===== config.mk =====
export PLATFORM = sky130hd
export DESIGN_NAME = counter_nb
export DESIGN_NICKNAME = d
export VERILOG_FILES = /design/src/rtl/counter_nb.sv
export SDC_FILE = /design/constraint.sdc
export NUM_CORES = 1
export LEC_CHECK = 0
export CAP_MARGIN = 10
export CORE_MARGIN = 4
export CORE_UTILIZATION = 54
export CTS_CLUSTER_SIZE = 12
export DETAILED_ROUTE_END_ITERATION = 10
export GPL_TIMING_DRIVEN = 0
export HOLD_SLACK_MARGIN = 0.1
export PLACE_DENSITY = 0.83
export REMOVE_ABC_BUFFERS = 1
export SETUP_SLACK_MARGIN = 0.02
export SYNTH_ARGS = -nofsm -noshare
export SYNTH_HDL_FRONTEND = slang
export SYNTH_SLANG_ARGS = --single-unit

===== constraint.sdc =====
create_clock -name bn_clk -period 3.7 [get_ports bn_clk]
set_input_delay 0.74 -clock bn_clk [delete_from_list [all_inputs] [get_ports bn_clk]]
set_output_delay 0.74 -clock bn_clk [all_outputs]
set_load 0.005 [all_outputs]

===== src/rtl/counter_nb.sv =====
// rtl/counter_nb.sv - WIDTH-generic up/down/step counter with load, terminal value, wrap/saturate and cascade carry
//
// Purpose: the counter counts over the range 0..bn_limit. It counts up by 1, down by 1
// or up by STEP, or it loads bn_D. At the boundary it either wraps or saturates.
// bn_cout is a combinational lookahead, so stages can be chained: the upper stage's
// bn_cin is driven by the lower stage's bn_cout.
//
// Ports:
//   bn_clk     in   rising-edge clock
//   bn_reset   in   asynchronous, active-high reset
//   bn_enable  in   operation enable (low = hold)
//   bn_cin     in   cascade count enable (gates counting modes, not load)
//   bn_mode    in   00 up-1, 01 down-1, 10 up-STEP, 11 load bn_D
//   bn_D       in   load value (not clamped to bn_limit)
//   bn_limit   in   terminal value
//   bn_wrap    in   1 = wrap at boundary, 0 = saturate
//   bn_Q       out  registered count
//   bn_rco     out  registered pulse: last edge wrapped
//   bn_sat     out  registered pulse: last edge was blocked by saturation
//   bn_load    out  registered pulse: last edge loaded bn_D
//   bn_cout    out  combinational: the next edge will wrap
module counter_nb #(
  parameter int WIDTH = 8,
  parameter int STEP  = 3
) (
  input  logic             bn_clk,
  input  logic             bn_reset,
  input  logic             bn_enable,
  input  logic             bn_cin,
  input  logic [1:0]       bn_mode,
  input  logic [WIDTH-1:0] bn_D,
  input  logic [WIDTH-1:0] bn_limit,
  input  logic             bn_wrap,
  output logic [WIDTH-1:0] bn_Q,
  output logic             bn_rco,
  output logic             bn_sat,
  output logic             bn_load,
  output logic             bn_cout
);

  localparam logic [1:0] MODE_UP   = 2'b00;
  localparam logic [1:0] MODE_DOWN = 2'b01;
  localparam logic [1:0] MODE_STEP = 2'b10;
  localparam logic [1:0] MODE_LOAD = 2'b11;

  localparam logic [WIDTH:0]   STEP_X = (WIDTH+1)'(STEP);
  localparam logic [WIDTH-1:0] STEP_N = WIDTH'(STEP);

  logic [WIDTH-1:0] q_q, q_d;
  logic             rco_q, rco_d;
  logic             sat_q, sat_d;
  logic             load_q, load_d;

  logic [WIDTH:0]   step_sum;
  logic [WIDTH:0]   limit_x;
  logic [WIDTH:0]   limit_p1;
  logic [WIDTH-1:0] step_wrap_val;
  logic             count_en;
  logic             at_boundary;
  logic [WIDTH-1:0] wrap_val;
  logic [WIDTH-1:0] sat_val;

  // Boundary detection and the values used when a boundary is hit.
  always_comb begin
    limit_x  = {1'b0, bn_limit};
    limit_p1 = limit_x + (WIDTH+1)'(1);
    step_sum = {1'b0, q_q} + STEP_X;
    // When it is used, the true value s-(limit+1) is at most bn_limit, so
    // modulo-2^WIDTH arithmetic gives the exact value.
    step_wrap_val = q_q + STEP_N - (bn_limit + WIDTH'(1));

    at_boundary = 1'b0;
    wrap_val    = '0;
    sat_val     = '0;
    unique case (bn_mode)
      MODE_UP: begin
        at_boundary = (q_q >= bn_limit);
        wrap_val    = '0;
        sat_val     = bn_limit;
      end
      MODE_DOWN: begin
        at_boundary = (q_q == '0);
        wrap_val    = bn_limit;
        sat_val     = '0;
      end
      MODE_STEP: begin
        at_boundary = (step_sum > limit_x);
        // If the start point is already out of range, or one step spans more
        // than the whole range, the remainder is meaningless, so restart at 0.
        wrap_val    = ((q_q > bn_limit) || (STEP_X > limit_p1)) ? '0 : step_wrap_val;
        sat_val     = bn_limit;
      end
      default: begin
        at_boundary = 1'b0;
        wrap_val    = '0;
        sat_val     = '0;
      end
    endcase

    count_en = bn_enable & bn_cin & (bn_mode != MODE_LOAD);
    bn_cout  = count_en & bn_wrap & at_boundary;
  end

  // Next-state logic. The pulse outputs default to 0 on every edge.
  always_comb begin
    q_d    = q_q;
    rco_d  = 1'b0;
    sat_d  = 1'b0;
    load_d = 1'b0;
    if (bn_enable && (bn_mode == MODE_LOAD)) begin
      q_d    = bn_D;
      load_d = 1'b1;
    end else if (count_en) begin
      if (!at_boundary) begin
        unique case (bn_mode)
          MODE_UP:   q_d = q_q + WIDTH'(1);
          MODE_DOWN: q_d = q_q - WIDTH'(1);
          default:   q_d = step_sum[WIDTH-1:0];
        endcase
      end else if (bn_wrap) begin
        q_d   = wrap_val;
        rco_d = 1'b1;
      end else begin
        q_d   = sat_val;
        sat_d = 1'b1;
      end
    end
  end

  always_ff @(posedge bn_clk or posedge bn_reset) begin
    if (bn_reset) begin
      q_q    <= '0;
      rco_q  <= 1'b0;
      sat_q  <= 1'b0;
      load_q <= 1'b0;
    end else begin
      q_q    <= q_d;
      rco_q  <= rco_d;
      sat_q  <= sat_d;
      load_q <= load_d;
    end
  end

  assign bn_Q    = q_q;
  assign bn_rco  = rco_q;
  assign bn_sat  = sat_q;
  assign bn_load = load_q;

endmodule


==> flow_metrics.tcl, run 1 <==
set metrics [dict create \
    place.port_buffers 34 \
    timing.clock.skew_ns 0.000801 \
    critical_path_cell_by_cell "inv_4, ha_1, nand3b_1, nor2_2, xor2_1, ha_1, nand4_1, o221ai_1, a31oi_2, a211oi_4, nor3b_2, clkdlybuf4s15_2" \
    final_min_period_over_clock_period_pct 97.8 \
    drv.max_cap_violation_count 0 \
    report.final.slew_viol_count 0 \
    clk_latency_ns 0.28 \
    wl_per_cell_um 16.2 \
    power.internal_mw 0.623 \
    antenna-diode-count 0 \
    tritoncts "built" \
    place_ws_ns -0.619 \
    critical-path-top-delay-family "simple AND/OR/NAND/NOR gates" \
    drc 0 \
    vias 1892 \
    synth_seq_cells 11 \
    post_synth_instance_area_um2 1960 \
    worst_hold_class "register to register" \
    tightest_slew_ns 0.709 \
    chipHeight_um 68.3 \
    first_global_vias 1774 \
    synthesis.yosys.warnings 0 \
    global_route.usage.total_pct 23.6 \
    wl_mm 5.15 \
    antenna_found_initial 0 \
    report.power.total_mw 1.19 \
    cts_hold_buffers 0 \
    ys_seq_area_share_pct 14.0 \
    clk_path_buf_depth 2 \
    setup_viol_count_final 0 \
    io_pins 35 \
    fmax_ghz 0.276 \
    start_util_pct 57.5 \
    clock-sinks 11 \
    vias_per_cell 5.93 \
    grt_remaining_overflow 0 \
    switching_power_mw 0.568 \
    seq_power_share_pct 18.9 \
    ctsHtreeMaxLevel 1 \
    grt_first_pass_wirelength_mm 8.25 \
    min_setup_slack_post_route_ns 0.0814 \
    arrival_ns 2.88 \
    syn2layout_area_growth_pct 25.2 \
    postLayoutCoreUtil_pct 72.0 \
    root_buffer "clkbuf_4" \
    status "completed" \
    r2r_cells 14 \
    worstPathRequired_ns 2.96 \
    critical_path_buf_inv_count 2 \
    maxSlewHeadroom_pct 52.6 \
    worstSetupPathType "register to output pin" \
    share_comb_of_total_power_pct 73.8 \
    post_route_cells_drive_above_1_share_pct 11.7 \
    final_antenna_net_count 0 \
    cell_variety_after_synth 55 \
    yosys_most_used_dff "dfrtp_1" \
    drt_iter0_markers 156 \
    initial_drt_pass_iterations 4 \
    setup_tns_final_ns 0 \
    peakVddDrop_mv 0.259 \
    tritoncts.num_buffers 3 \
    critical_path.slowest_cell "dfrtp_2" \
    critPathLaunchType "register" \
    min_delay_path_depth 2 \
    power.density_cell_area_nw_per_um2 484 \
    worstPathMaxFanout 6 \
    syn-instance-count 229 \
    synthesis.area_per_instance_um2 8.57 \
    layout_min_cycle_time_ns 3.62 \
    die_width_um 68.3 \
    critical-path-top-cell-by-count "ha_1" \
    fin_worst_hold_slack_ns 0.654 \
    core_region_area_um2 3420 \
    timing_hold_violations_final 0 \
    p_leak_nw 1.13 \
    asyncSetResetFlopFracSynth_pct 100 \
    place.detailed.hpwl_mm 4.07 \
    largest_incremental_delay_on_the_critical_path_ns 0.44 \
    die-area_um2 4660 \
    clock_power_share_pct 7.4 \
    clk_pin_slew_ns 0.07 \
    floorplan.rows 21 \
    crit_path_end_kind "output pin" \
    timing.critical_path.depth 12 \
    synth-edff-count 0 \
    place_congestion 0.908 \
    final_net_count 339 \
    maximum_number_of_pins_on_one_net_before_global_route_repair 19 \
    power.share.switching_pct 47.7 \
]
## cell usage after synthesis (all sizes together) (2+ instances only)
cell / instances / share of area (%)
o21ai: 9 / 2.3
nand2: 22 / 4.2
ha: 36 / 23
or3: 2 / 0.64
a221oi: 4 / 1.8
nor2b: 3 / 0.96
a32o: 3 / 1.5
fa: 6 / 6.1
o21a: 4 / 1.5
nand3b: 4 / 1.5
buf: 2 / 0.83
nor3b: 3 / 1.1
nand4: 4 / 1.3
o311a: 2 / 1.1
a221o: 4 / 2.2
inv: 27 / 5.2
nand2b: 3 / 0.96
o21bai: 2 / 0.76
dfrtp: 11 / 14
a21boi: 3 / 1.1
o2111ai: 4 / 1.8
nor4b: 2 / 0.89
nand3: 5 / 1.5
nor3: 5 / 1.3
a21oi: 9 / 2.5
a31oi: 2 / 0.96
o31ai: 3 / 1.1
a21o: 2 / 0.76
o211ai: 3 / 1.4
xnor2: 8 / 3.6
a22oi: 4 / 1.5
nor2: 10 / 2.0
xor2: 6 / 2.7
## per-layer routing
layer	part of all wire, %	up-vias	track usage [%]
li1	-	939	-
met5	0	-	0
met3	7.3	5	3.45
met1	46	880	32.5
met2	47	68	39.8
met4	0.45	0	2.98
## worst min-delay path: cells and delay by family (launching register included)
kind | cells | cell delay, ns
DFF | 1 | 0.44
AOI/OAI and AO/OA | 2 | 0.17
## power by group through the flow
stage	sequential [mW]	clock [mW]	combinational, mW
2_1_floorplan	0.209	0	0.591
3_3_place_gp	0.228	0	0.795
3_5_place_dp	0.230	0	0.819
4_1_cts	0.225	0.0889	0.840
5_1_grt	0.231	0.0941	0.984
6_report	0.224	0.0880	0.878
## area by class of cell
| cell class | instances | area [um^2] |
|---|---|---|
| Multi-Input combinational cell | 188 | 1580 |
| Inverter | 27 | 104 |
| Clock buffer | 4 | 26.3 |
| Fill cell | 271 | 957 |
| Tap cell | 46 | 57.6 |
| Sequential cell | 11 | 278 |
| Timing Repair Buffer | 43 | 409 |
## placed cells by master (no fill, tap or decap), types with 5 or more instances in the layout
master,count
a21oi_1,8
buf_4,9
clkdlybuf4s50_1,27
dfrtp_1,9
fa_1,6
ha_1,35
inv_1,25
nand2_1,22
nor2_1,8
nor3_1,5
o21ai_0,5
xnor2_1,7
xor2_1,6
## worst paths after layout
| kind | from | slack [ns] | end |
|---|---|---|---|
| max | bn_Q[1] | 0.08 | bn_cout |
| min in group asynchronous | bn_reset | 0.76 | bn_Q[4] |
| min reg2reg | bn_Q[1] | 0.65 | bn_Q[1] |
| min | bn_Q[1] | 0.65 | bn_Q[1] |
| max in group asynchronous | bn_reset | 2.60 | bn_Q[1] |
| max reg2reg | bn_Q[1] | 0.51 | bn_Q[4] |
## kinds of logic (layout without fill, tap and decap cells)
kind of cell	count (synthesis)	in the layout	synth area share, %
AOI/OAI and AO/OA	64	64	26.0
DFF	11	11	14.0
xor gates and xnor gates	14	14	6.25
and+or+nand+nor	67	67	18.0
muxes	1	1	0.510
buffers and inverters	30	74	6.18
adders and majority gates	42	42	29.1
## registers in the layout (all words and copies together), names as in the netlist
name     cells
bn_Q         8
bn_sat       1
bn_rco       1
bn_load      1
## timing repair
item	CTS	global route
pin swaps	2	2
setup buffers	4	5
resized for setup	12	6
hold endpoints to repair	0	0
gates cloned	0	0
endpoints found under the setup margin	2	1
## per-stage QoR
stage	cells	cell area, um^2
floorplan	226	1940
global placement	306	2340
detailed placement	306	2340
CTS	314	2400
global route	319	2460
finish	319	2460
No activity file was read; power rests on OpenSTA's default activity.
==> run 2: changes to the inputs <==
CORE_MARGIN = default   (was 4)
PLACE_DENSITY = 0.91   (was 0.83)
SLEW_MARGIN = 0   (was default)
==> flow_metrics.tcl, run 2 (synthesis results as in run 1) <==
set metrics [dict create \
    floorplan.rows 21 \
    largest_register_ffs 8 \
    clock-sinks 11 \
    clk_latency_ns 0.28 \
    rsz0062_at_grt "true" \
    worst_hold_class "register to register" \
    status "completed" \
    final_common_cell "ha_1" \
    share_comb_of_total_power_pct 73.6 \
    clk_pin_slew_ns 0.07 \
    mostFrequentLayoutCells "34 x ha_1, 29 x clkdlybuf4s50_1, 24 x inv_1, 22 x nand2_1, 9 x dfrtp_1" \
    grt_first_pass_wirelength_mm 8.71 \
    grt_remaining_overflow 0 \
    min_delay_path_depth 2 \
    setup_viol_count_final 0 \
    timing_hold_violations_final 0 \
    tightest_slew_ns 0.759 \
    clock_power_share_pct 7.5 \
    fin_worst_hold_slack_ns 0.699 \
    final_antenna_net_count 0 \
    io_pins 35 \
    syn2layout_area_growth_pct 23.3 \
    critical-path-top-delay-family "simple AND/OR/NAND/NOR gates" \
    global_route.usage.total_pct 28.3 \
    place.detailed.hpwl_mm 4.01 \
    die-area_um2 3880 \
    setup_tns_final_ns 0 \
    maximum_number_of_pins_on_one_net_before_global_route_repair 19 \
    timing.clock.skew_ns 0.000561 \
    antenna_found_initial 0 \
    die_width_um 62.3 \
    drc 0 \
    worstPathRequired_ns 2.96 \
    p_leak_nw 1.09 \
    final_net_count 335 \
    post_route_cells_drive_above_1_share_pct 10.8 \
    peakVddDrop_mv 0.236 \
    power.share.switching_pct 47.8 \
    root_buffer "clkbuf_4" \
    largest_incremental_delay_on_the_critical_path_ns 0.38 \
    place.port_buffers 34 \
    tritoncts "built" \
    crit_path_end_kind "output pin" \
    ctsHtreeMaxLevel 1 \
    report.final.slew_viol_count 0 \
    initial_drt_pass_iterations 4 \
    power.density_cell_area_nw_per_um2 486 \
    power.internal_mw 0.614 \
    chipHeight_um 62.3 \
    vias 1959 \
    min_setup_slack_post_route_ns 0.133 \
    vias_per_cell 6.22 \
    critical_path.slowest_cell "dfrtp_2" \
    place_ws_ns -0.634 \
    start_util_pct 57.5 \
    core_region_area_um2 3420 \
    switching_power_mw 0.562 \
    maxSlewHeadroom_pct 49.2 \
    final_min_period_over_clock_period_pct 96.4 \
    worstSetupPathType "register to output pin" \
    fmax_ghz 0.280 \
    wl_mm 5.15 \
    r2r_cells 14 \
    drt_iter0_markers 125 \
    critical_path_buf_inv_count 2 \
    seq_power_share_pct 18.9 \
    place_congestion 0.911 \
    arrival_ns 2.83 \
    drv.max_cap_violation_count 0 \
    wl_per_cell_um 16.3 \
    layout_min_cycle_time_ns 3.57 \
    clk_path_buf_depth 2 \
    antenna-diode-count 0 \
    critPathLaunchType "register" \
    tritoncts.num_buffers 3 \
    critical_path_cell_by_cell "inv_1, ha_2, nand3b_1, nor2_2, xor2_1, ha_1, nand4_1, o221ai_1, a31oi_2, a211oi_4, nor3b_2, clkdlybuf4s15_2" \
    worstPathMaxFanout 4 \
    timing.critical_path.depth 12 \
    first_global_vias 1890 \
    postLayoutCoreUtil_pct 70.8 \
]
run 2: timing repair:
action / CTS / global route
setup endpoints to repair: 2 / 2
hold buffers: 0 / 0
buffers inserted: 3 / 2
gates resized for setup: 13 / 3
pin swaps: 2 / 3
run 2: worst paths after layout:
check                          from  slack (ns)       to
max                         bn_Q[0]        0.13  bn_cout
min                         bn_Q[0]        0.70  bn_Q[0]
max reg2reg                 bn_Q[0]        0.49  bn_Q[4]
min reg2reg                 bn_Q[0]        0.70  bn_Q[0]
max in group asynchronous  bn_reset        2.63  bn_Q[1]
min in group asynchronous  bn_reset        0.75  bn_Q[2]
run 2: tightest hold or removal path, stage by stage (launching register included):
cell     delay, ns
dfrtp_2       0.38
buf_4         0.16
a32o_1        0.13
run 2: metrics by stage:
step	cells	area, um^2	power (mW)
after detailed placement	306	2340	1.05
final	315	2420	1.18
after floorplan	226	1940	0.800
after global placement	306	2340	1.01
after global routing	315	2420	1.29
after CTS	313	2400	1.15
run 2: power by group through the flow:
stage | sequential [mW] | combinational (mW) | clock, mW
6_report | 0.222 | 0.866 | 0.0880
4_1_cts | 0.223 | 0.840 | 0.0875
3_3_place_gp | 0.228 | 0.786 | 0
5_1_grt | 0.226 | 0.967 | 0.0948
3_5_place_dp | 0.228 | 0.818 | 0
2_1_floorplan | 0.209 | 0.591 | 0
run 2: final cells by class:
type	instances	area (um^2)
Inverter	27	101
Sequential cell	11	278
Clock buffer	4	26.3
Timing Repair Buffer	39	378
Multi-Input combinational cell	188	1580
Tap cell	46	57.6
Fill cell	281	996
run 2: metal layers:
metal	track usage, %	vias up	share of wire, %
met3	3.86	16	7.9
met2	45.2	94	47
li1	-	925	-
met5	0	-	0
met1	38.3	924	42
met4	11.3	0	3.0
